File: src/rtl/skolem_sweep_ctrl.sv
// Exhaustive-sweep controller: walks every NX-bit input vector through a Skolem
// netlist, samples its output and an external spec-check bit, and tallies results.
module skolem_sweep_ctrl #(
    parameter int NX  = 6,
    parameter int LAT = 1
) (
    input  logic          clk,
    input  logic          rst,
    input  logic          start,
    input  logic          abort,
    output logic [NX-1:0] x_out,
    input  logic          y_in,
    input  logic          spec_ok_in,
    output logic          busy,
    output logic          done,
    output logic          pass,
    output logic [NX:0]   fail_cnt,
    output logic [NX:0]   ones_cnt,
    output logic [NX-1:0] first_fail,
    output logic          first_fail_vld
);

    localparam int WW = (LAT > 1) ? $clog2(LAT) : 1;
    localparam logic [WW-1:0] WLAST = WW'(LAT - 1);

    typedef enum logic [1:0] {S_IDLE, S_WAIT, S_SAMPLE, S_DONE} state_t;

    state_t        r_state;
    state_t        w_state_next;
    logic [WW-1:0] r_wcnt;
    logic [NX-1:0] r_x;
    logic [NX:0]   r_fail;
    logic [NX:0]   r_ones;
    logic [NX-1:0] r_ff;
    logic          r_ffv;
    logic          r_pass;
    logic          w_last_vec;
    logic          w_wait_end;

    assign w_last_vec = &r_x;
    assign w_wait_end = (r_wcnt == WLAST);

    always_comb begin
        w_state_next = r_state;
        case (r_state)
            S_IDLE:   if (start) w_state_next = S_WAIT;
            S_WAIT: begin
                if (abort)           w_state_next = S_IDLE;
                else if (w_wait_end) w_state_next = S_SAMPLE;
            end
            // abort outranks the final-vector exit to DONE
            S_SAMPLE: begin
                if (abort)           w_state_next = S_IDLE;
                else if (w_last_vec) w_state_next = S_DONE;
                else                 w_state_next = S_WAIT;
            end
            S_DONE:   w_state_next = S_IDLE;
            default:  w_state_next = S_IDLE;
        endcase
    end

    always_ff @(posedge clk) begin
        if (rst) begin
            r_state <= S_IDLE;
            r_wcnt  <= '0;
            r_x     <= '0;
            r_fail  <= '0;
            r_ones  <= '0;
            r_ff    <= '0;
            r_ffv   <= 1'b0;
            r_pass  <= 1'b0;
        end else begin
            r_state <= w_state_next;
            case (r_state)
                S_IDLE: begin
                    if (start) begin
                        r_wcnt <= '0;
                        r_x    <= '0;
                        r_fail <= '0;
                        r_ones <= '0;
                        r_ff   <= '0;
                        r_ffv  <= 1'b0;
                        r_pass <= 1'b0;
                    end
                end
                S_WAIT: begin
                    if (abort)            r_pass <= 1'b0;
                    else if (!w_wait_end) r_wcnt <= r_wcnt + 1'b1;
                end
                S_SAMPLE: begin
                    // Sample taken in an abort cycle is dropped; partial counts stay.
                    if (abort) begin
                        r_pass <= 1'b0;
                    end else begin
                        r_ones <= r_ones + (NX+1)'(y_in);
                        r_fail <= r_fail + (NX+1)'(!spec_ok_in);
                        if (!spec_ok_in && !r_ffv) begin
                            r_ff  <= r_x;
                            r_ffv <= 1'b1;
                        end
                        if (!w_last_vec) begin
                            r_x    <= r_x + 1'b1;
                            r_wcnt <= '0;
                        end
                    end
                end
                S_DONE:  r_pass <= (r_fail == '0);
                default: ;
            endcase
        end
    end

    assign x_out          = r_x;
    assign busy           = (r_state == S_WAIT) || (r_state == S_SAMPLE);
    assign done           = (r_state == S_DONE);
    assign pass           = r_pass;
    assign fail_cnt       = r_fail;
    assign ones_cnt       = r_ones;
    assign first_fail     = r_ff;
    assign first_fail_vld = r_ffv;

endmodule

File: config.mk
export PLATFORM = sky130hd
export DESIGN_NAME = skolem_sweep_ctrl
export DESIGN_NICKNAME = d
export VERILOG_FILES = /design/src/rtl/skolem_sweep_ctrl.sv
export SDC_FILE = /design/constraint.sdc
export NUM_CORES = 1
export LEC_CHECK = 0
export CAP_MARGIN = 20
export CORE_MARGIN = 8
export CORE_UTILIZATION = 51
export CTS_BUF_LIST = sky130_fd_sc_hd__clkbuf_4
export DETAILED_ROUTE_END_ITERATION = 7
export HOLD_SLACK_MARGIN = 0.02
export PLACE_DENSITY = 0.89
export SYNTH_ARGS = -nofsm -noshare
export SYNTH_HDL_FRONTEND = slang
export SYNTH_SLANG_ARGS = --single-unit
File: constraint.sdc
create_clock -name clk -period 2.4 [get_ports clk]
set_clock_uncertainty 0.2 [all_clocks]
set_input_delay 0.24 -clock clk [delete_from_list [all_inputs] [get_ports clk]]
set_output_delay 0.24 -clock clk [all_outputs]
set_load 0.005 [all_outputs]
==> results, run 1 <==
- The flow ran to the end, and the final reports show no timing, DRC or antenna violations.
- The average wire length per cell after detail routing is between 15 and 20 um.
- The power per cell area is 467.1 mW/mm^2.
- The final weighted congestion in routability-driven placement is 0.8339.
- The length of the first detailed-routing pass in iterations is 4.
- The share of final-layout standard cells stronger than drive strength 1 is 8.019%.
- The clock root buffer master is clkbuf_4.
- For the pin with the worst max-slew slack, the measured transition is 0.5776 ns.
- Summing over every cut layer, the via total after detailed routing is 1425.
- The area of the die is a little under 0.005 mm^2.
- At the worst endpoint, the required time is 2.47 ns.
- Entering global routing, the biggest net connects 18 pins.
- The number of sinks handled by clock tree synthesis is 30.
- The smallest clock period supported by the final layout is computed as approximately 2.1 ns.
- The deepest clock path buffer count is 2.
- Timing would allow up to ~480 MHz.
- Setup violations remaining at the end of the flow were counted as 0.
- The clock transition time at the flip-flop clock pins of the worst setup and hold paths is 0.09 ns.
- Setup repair after global routing left no endpoint under its margin.
- The type of the worst setup path is register to register.
- Along the worst path, the maximum fanout reaches 15.
- The antenna violation net count after detailed routing is 0.
- The worst path arrival time is 2.17 ns.
- The tightest min-delay check is of the register to register type.
- The share of the yosys chip area belonging to registers is 40.54%.
- The number of global-route vias before repair was 1422.
- The number of post-CTS setup repair buffers is 0.
- 0 antenna diodes ended up in the layout.
- The footprint of the multi-input gates is around 820 um^2.
- Buffers placed on the I/O ports in this run total 35.
- The number of hold violations in the final report is 0.
- The die boundary width is 69.90 um.
- The H-tree was split into 2 levels.
- The number of antenna violations at the first check in global routing came to 0.
- The first-pass GRT wire length is about 6.3 mm.
- Hold repair after CTS inserted 0 buffers.
- Measured on the finished design, the core utilization comes to a little over two thirds.
- The DRC violation count after routing is 0.
- The TritonCTS clock tree is built.
- The number of vias per cell is between 5 and 6.
- The height of the die is 69.90 um.
- The layout has ~240 filler cells.
- After the last flow step, the layout net total stands at between 200 and 250.
- The nature of the critical path startpoint is a register.
- The initial utilization of the core area, before any placement, comes to between 50% and 60%.
- The placed wire-length estimate is 2.809 mm.
- STA classifies the critical path endpoint as a register.
- The number of top-level pins is 36.
- The synthesized netlist net count is 190.
- Each instance of the synthesized netlist takes up on average around 8.5 um^2.
- Yosys mapped the design onto 34 distinct sky130hd cell types.
- Post-CTS repair changed the size of 0 cells.
- After global routing the overflow that remains totals 0.
- The post-synth design cell area is 0.001481 mm^2.
- The total negative setup slack is 0 ns.
- Buffers inserted during clock tree synthesis total 5.
- The flip-flop and latch count after synthesis is 30.
- The worst slew slack as a fraction of its limit is 61.49%.
- The number of max-slew violations in the final report came to 0.
- The worst path uses between 80 and 90% of the clock period.
- After floorplanning, the core was divided into 19 placement rows.
- For this block, the routed nets add up to between 3 and 4 mm of wire.
- In this run the standard cell core region covers 0.002758 mm^2.
- The cell leakage power is about 0.72 nW.
- Compared with the post-synthesis result, the final layout area differs by 29.31%.
- Global routing used 15.48% of the available tracks across all layers.
- VDD sags by at most 0.0004448 V.
- The detailed router's first-iteration violation count is slightly above 90.
- The total of warnings raised by yosys is 0.
- The clock reaches the later pin of the worst-skew pair after 0.33 ns.
- The sequential standard cell area is 600.6 um^2.
- Synthesis produced 174 cells.
- The tool flagged a number of max-cap violations equal to 0.
==> path summary, 6_finish.rpt <==
path,depth (start not counted),slack [ns],end,start
setup / recovery,6,0.30,x_out[3],r_state[0]
hold / removal,2,0.26,first_fail[2],first_fail[2]
setup reg to reg,6,0.30,x_out[3],r_state[0]
hold reg to reg,2,0.26,first_fail[2],first_fail[2]
==> state kept, by name, indices dropped and copies added (netlist names) <==
signal and count:
fail_cnt 7, ones_cnt 7, first_fail 6, x_out 6, r_state 2, first_fail_vld 1, pass 1
==> where the power goes <==
| group | internal, mW | total (mW) | leakage, nW | switching, mW |
|---|---|---|---|---|
| Sequential | 0.500 | 0.503 | 0.242 | 0.00307 |
| Combinational | 0.0348 | 0.0967 | 0.444 | 0.0619 |
| Clock | 0.121 | 0.295 | 0.0331 | 0.174 |
| Total | 0.656 | 0.895 | 0.719 | 0.239 |
==> synthesized netlist by cell type, drive strengths merged <==
master / count / area [um^2]
nor2: 15 / 56.30
o2111ai: 1 / 8.760
nor3: 1 / 5.000
nand2b: 1 / 6.260
a31oi: 1 / 6.260
nand2: 18 / 70.07
or4: 1 / 7.510
nand3: 6 / 30.03
a21oi: 18 / 90.09
o21ai: 7 / 35.03
clkbuf: 7 / 26.28
ha: 10 / 125.1
xor2: 10 / 87.58
and3: 6 / 37.54
dfxtp: 30 / 600.6
mux2: 1 / 15.01
a311oi: 1 / 8.760
or3: 2 / 12.51
and2: 2 / 12.51
nor4: 1 / 6.260
nand4: 17 / 106.4
buf: 2 / 12.51
nor4b: 1 / 8.760
o22ai: 1 / 6.260
or4b: 1 / 10.01
or2: 2 / 12.51
o211ai: 2 / 28.78
inv: 6 / 22.52
a31o: 1 / 8.760
and4: 2 / 17.52
==> through the flow <==
stage	hold slack (ns)	area, um^2	setup WS, ns	instances	power [mW]
after floorplan	0.2056	1481	0.5289	174	0.5775
final	0.2590	1916	0.3003	243	0.8948
after global routing	0.2718	1916	0.1567	243	0.9277
after detailed placement	0.2461	1862	0.3366	235	0.6099
after global placement	0.2428	1862	0.4007	235	0.6038
after CTS	0.2593	1916	0.2972	243	0.8980
==> worst max-delay path, stage by stage, from the launching register on <==
cell,delay (ns)
dfxtp_1,0.39
inv_1,0.10
ha_1,0.25
mux2_4,0.33
o211ai_4,0.15
or4b_1,0.48
a21oi_1,0.14
==> metal layers <==
layer | global-route usage (%) | wire, um | up-vias
met2 | 26.80 | 1932 | 45
met5 | 0 | 0 | -
met1 | 14.34 | 1449 | 667
met3 | 8.475 | 363 | 12
met4 | 7.813 | 94 | 0
li1 | - | - | 701
==> layout make-up <==
| class | instances | share of cell area (%) |
|---|---|---|
| Sequential cell | 30 | 31.35 |
| Timing Repair Buffer | 39 | 19.86 |
| Multi-Input combinational cell | 129 | 42.78 |
| Tap cell | 31 | 2.025 |
| Clock buffer | 6 | 2.351 |
| Inverter | 6 | 1.176 |
| Clock inverter | 2 | 0.4572 |
==> cells in the final DEF (no fill, tap or decap), types with 4 or more instances in the layout <==
| cell | n |
|---|---|
| buf_4 | 4 |
| inv_1 | 6 |
| nand4_1 | 17 |
| o21ai_0 | 6 |
| nor2_1 | 15 |
| a21oi_1 | 18 |
| nand3_1 | 6 |
| clkdlybuf4s50_1 | 35 |
| dfxtp_1 | 30 |
| nand2_1 | 17 |
| clkbuf_4 | 6 |
| ha_1 | 10 |
| xor2_1 | 10 |
| and3_1 | 6 |
==> cells by family after synthesis <==
kind of cell	share of synthesized area (%)
AND/OR/NAND/NOR	26.94
AO/OA/AOI/OAI	13.01
flip-flops	40.54
buffers and inverters	4.139
XOR/XNOR	5.912
adder cells (fa/ha/maj)	8.446
multiplexers	1.013
No activity file was read; power rests on OpenSTA's default activity.
==> run 2, diff against run 1 <==
--- a/config.mk
+++ b/config.mk
@@ -5,13 +5,16 @@
 export SDC_FILE = /design/constraint.sdc
 export NUM_CORES = 1
 export LEC_CHECK = 0
+export ABC_AREA = 1
 export CAP_MARGIN = 20
 export CORE_MARGIN = 8
 export CORE_UTILIZATION = 51
 export CTS_BUF_LIST = sky130_fd_sc_hd__clkbuf_4
+export CTS_CLUSTER_SIZE = 16
 export DETAILED_ROUTE_END_ITERATION = 7
 export HOLD_SLACK_MARGIN = 0.02
-export PLACE_DENSITY = 0.89
+export MAX_ROUTING_LAYER = met4
+export PLACE_DENSITY = 0.88
 export SYNTH_ARGS = -nofsm -noshare
 export SYNTH_HDL_FRONTEND = slang
 export SYNTH_SLANG_ARGS = --single-unit
==> run 2 against run 1 <==
- sequential power increased by 2%
- synthesized area rose by 4.1%
- global-route usage rose by 0.18 points
- utilization shrank 1.8 points
- cell count rose by 21%
- worst setup slack better by 0.053 ns
- via count rose by 7.1%
- sequential cell count stayed put
- non-clock buffer count is the same
- power rose by 6.4%
- critical path type unchanged
- highest routed layer unchanged
==> results, run 2 <==
- Result of the run: completed (unchanged).
- Synth cell count leaders: nand2_1, inv_1, dfxtp_1, nor2_1, a21oi_1 (was dfxtp_1, a21oi_1, nand2_1, nand4_1, nor2_1).
- The flip-flop and latch count after synthesis is 30 (unchanged).
- The number of maximum-capacitance constraint violations is 0 (unchanged).
- The number of global-route vias before repair is 1494 (was 1422).
- The routed wire length is 3.539 mm (was 3.840 mm).
- The detailed router's first-iteration violation count is 116 (was 93).
- The highest achievable clock rate is 488.6 MHz (was 476.3 MHz).
- The final count of negative-setup-slack endpoints is 0 (unchanged).
- The worst hold path startpoint was first_fail[3] (was first_fail[2]).
- The area growth from synthesis to layout was 29.55% (was 29.31%).
- The die boundary width is 70.98 um (was 69.90 um).
- The worst min-delay path category was register to register (unchanged).
- The peak ir drop on the vdd network is 0.0003465 V (was 0.0004448 V).
- The nature of the critical path startpoint is a register (unchanged).
- The cell type of the slowest stage on the worst timing path is dfxtp_1 (was or4b_1).
- The end of the worst hold path is first_fail[3] (was first_fail[2]).
- The largest area contributor in the netlist is dfxtp_1 (unchanged).
- The minimum setup slack in the final design came to 0.3532 ns (was 0.3003 ns).
- The length of the first detailed-routing pass in iterations is 4 (unchanged).
- The number of post-CTS setup repair buffers was 0 (unchanged).
- The worst setup slack after placement is 0.3283 ns (was 0.3366 ns).
- The worst path arrival time is 2.06 ns (was 2.17 ns).
- The area of the core region is 0.002953 mm^2 (was 0.002758 mm^2).
- The total of warnings raised by yosys is 0 (unchanged).
- The worst path buffer plus inverter count is 2 (was 1).
- The later-pin clock latency in the skew report is 0.32 ns (was 0.33 ns).
- The number of cell instances on the worst register-to-register path came to 8 (was 6).
- The number of unique standard cell types used by synthesis is 22 (was 34).
- The reg-to-reg endpoint is x_out[0] (was x_out[3]).
- The biggest fanout along the worst timing path was 7 (was 15).
- Most area-consuming cells after synthesis: dfxtp_1, nand2_1, ha_1 (was dfxtp_1, ha_1, nand4_1).
- Critical-path cell list: inv_1 > ha_1 > nand2_1 > inv_2 > nor2_2 > nand2_2 > o21ai_0 > a21oi_1 (was inv_1 > ha_1 > mux2_4 > o211ai_4 > or4b_1 > a21oi_1).
- The total number of vias is 1526 (was 1425).
- The DRC violation count after routing is 0 (unchanged).
- The maximum level of the CTS H-tree was 2 (unchanged).
- The average cell area after synthesis is 7.039 um^2 (was 8.514 um^2).
- The number of gates resized after cts was 0 (unchanged).
- The final weighted congestion in routability-driven placement is 0.8006 (was 0.8339).
- The data required time at the worst endpoint was 2.41 ns (was 2.47 ns).
- The global-route congestion overflow total is 0 (unchanged).
- The number of buffers inserted by hold repair at cts came to 0 (unchanged).
- The cell with the most instances after synthesis is nand2_1 (was dfxtp_1).
- The count of standard-cell rows came to 20 (was 19).
- The total number of nets in the final design is 278 (was 227).
- The cell family with the largest share of critical-path delay was simple AND/OR/NAND/NOR gates (unchanged).
- The final non-filler cell area was 0.001997 mm^2 (was 0.001916 mm^2).
- The placed wire-length estimate was 2.716 mm (was 2.809 mm).
- The post-detailed-placement cell area is 0.001944 mm^2 (was 0.001862 mm^2).
- The number of cells on the worst hold path is 2 (unchanged).
- The number of top-level pins is 36 (unchanged).
- The area share of the largest cell type after synthesis is 38.96% (was 40.54%).
- The clock transition time at the flip-flop clock pins of the worst setup and hold paths came to 0.09 ns (about the same).
- The share of the yosys chip area belonging to registers is 38.96% (was 40.54%).
- The cell count after placement is 288 (was 235).
- The startpoint of the most critical register-to-register path was r_state[1] (was r_state[0]).
- The number of vias per cell came to 5.173 (was 5.864).
- The proportion of register bits with asynchronous set or reset after synthesis was 0% (unchanged).
- The synthesized netlist net count is 235 (was 190).
- The cell leakage power is 0.8119 nW (was 0.7185 nW).
- The number of sinks handled by clock tree synthesis was 30 (unchanged).
- The total global-route track usage is 15.66% (was 15.48%).
- The most frequently used flop master after synthesis is dfxtp_1 (unchanged).
- The pin count of the biggest net entering global routing is 15 (was 18).
- The antenna violation net count after detailed routing came to 0 (unchanged).
- The average wire length per cell after detail routing is 12.00 um (was 15.80 um).
- The type of the worst setup path is register to register (unchanged).
- The final core utilization is 67.63% (was 69.46%).
- The total negative setup slack is 0 ns (unchanged).
- The setup slack of the most critical reg-to-reg path is 0.35 ns (was 0.30 ns).
- The number of antenna violations at the first check in global routing is 0 (unchanged).
- The clock root buffer master was clkbuf_4 (unchanged).
- The area of the die is 0.005037 mm^2 (was 0.004885 mm^2).
- The first-pass GRT wire length is 6.389 mm (was 6.299 mm).
- The share of final-layout standard cells stronger than drive strength 1 is 7.634% (was 8.019%).
- RSZ-0062 raised after global routing: false (unchanged).
- The deepest clock path buffer count is 2 (unchanged).
- The number of instances in the synthesized netlist is 219 (was 174).
- The starting utilization of the core area is 52.20% (was 53.72%).
- The height of the die was 70.98 um (was 69.90 um).
- The number of max-slew violations in the final report is 0 (unchanged).
- The number of inserted filler cells in the final layout is 267 (was 242).
- The delay of the slowest cell on the worst path was 0.39 ns (was 0.48 ns).
- The number of buffers inserted by port buffering is 35 (unchanged).
- The final standard cell count with taps included and fillers excluded was 295 (was 243).
- The shortest period the worst path allows is 2.047 ns (was 2.100 ns).
- The antenna diode count was 0 (unchanged).
- The final worst-path cycle share was 85.28% (was 87.49%).
- The type of element capturing the critical path is a register (unchanged).
- The worst slew slack as a fraction of its limit is 81.75% (was 61.49%).
- Most frequent cells in the layout: nand2_1, clkdlybuf4s50_1, inv_1, dfxtp_1, nor2_1 (was clkdlybuf4s50_1, dfxtp_1, a21oi_1, nand4_1, nand2_1).
- The post-synth design cell area is 0.001541 mm^2 (was 0.001481 mm^2).
- The count of flip-flops with a built-in enable after synthesis was 0 (unchanged).
- The number of hold violations in the final report was 0 (unchanged).
- The number of buffers created by CTS is 5 (unchanged).
- The slew at the pin with the worst max-slew slack was 0.2717 ns (was 0.5776 ns).
- The TritonCTS clock tree is built (unchanged).
- The power per cell area is 476.7 mW/mm^2 (was 467.1 mW/mm^2).
- The commonest non-fill, non-tap cell in the layout was nand2_1 (was clkdlybuf4s50_1).
[run 2: layout make-up]
class | instances | area [um^2] | area share [%]
clock buffers | 7 | 52.55 | 2.632
repair buffers | 39 | 380.4 | 19.05
inverters | 35 | 131.4 | 6.579
flip-flops and latches | 30 | 600.6 | 30.08
multi-input cells | 151 | 790.8 | 39.60
well taps | 33 | 41.29 | 2.068
[run 2: logic make-up after synthesis]
kind of cell	synth area share, %
buf+inv	9.741
compound gates	13.72
flops	38.96
simple gates	29.46
fa+ha+maj	8.117
[run 2: per-layer routing]
layer  track usage [%]  up-vias  wire length [um]
li1                  -      801                 -
met1             17.28      682              1672
met3             4.520        5               167
met5                 -        -                 0
met4             7.390        0                51
met2             25.44       38              1648
[run 2: where the power goes]
group / internal (mW) / switching [mW]
Combinational: 0.0576 / 0.0888
Clock: 0.133 / 0.159
Sequential: 0.506 / 0.00773
[run 2: worst max path at each step]
stage / start / to / slack, ns / cells past startpoint
2_1_floorplan: r_state[0] / ones_cnt[3] / 0.65 / 9
3_3_place_gp: start / fail_cnt[2] / 0.38 / 9
3_5_place_dp: start / x_out[0] / 0.33 / 8
4_1_cts: r_state[1] / busy / 0.34 / 3
5_1_grt: r_state[0] / ones_cnt[3] / 0.08 / 9
6_report: r_state[1] / x_out[0] / 0.35 / 8
[run 2: tightest hold or removal path, delay by kind of cell (launching register included)]
| kind | cells | cell delay [ns] |
|---|---|---|
| DFF | 1 | 0.31 |
| and+or+nand+nor | 1 | 0.06 |
| AOI/OAI and AO/OA | 1 | 0.05 |
[run 2: metrics by stage]
| step | power [mW] | hold WS [ns] |
|---|---|---|
| floorplan | 0.6210 | 0.1091 |
| global placement | 0.6697 | 0.2561 |
| detailed placement | 0.6743 | 0.2615 |
| CTS | 0.9668 | 0.2740 |
| global route | 1.014 | 0.2890 |
| finish | 0.9519 | 0.2677 |
==> run 3, diff against run 2 <==
--- a/config.mk
+++ b/config.mk
@@ -18,3 +18,4 @@
 export SYNTH_ARGS = -nofsm -noshare
 export SYNTH_HDL_FRONTEND = slang
 export SYNTH_SLANG_ARGS = --single-unit
+export TNS_END_PERCENT = 30
==> results of run 3 <==
The final DEF is identical to that of run 2; final timing and power are the same.
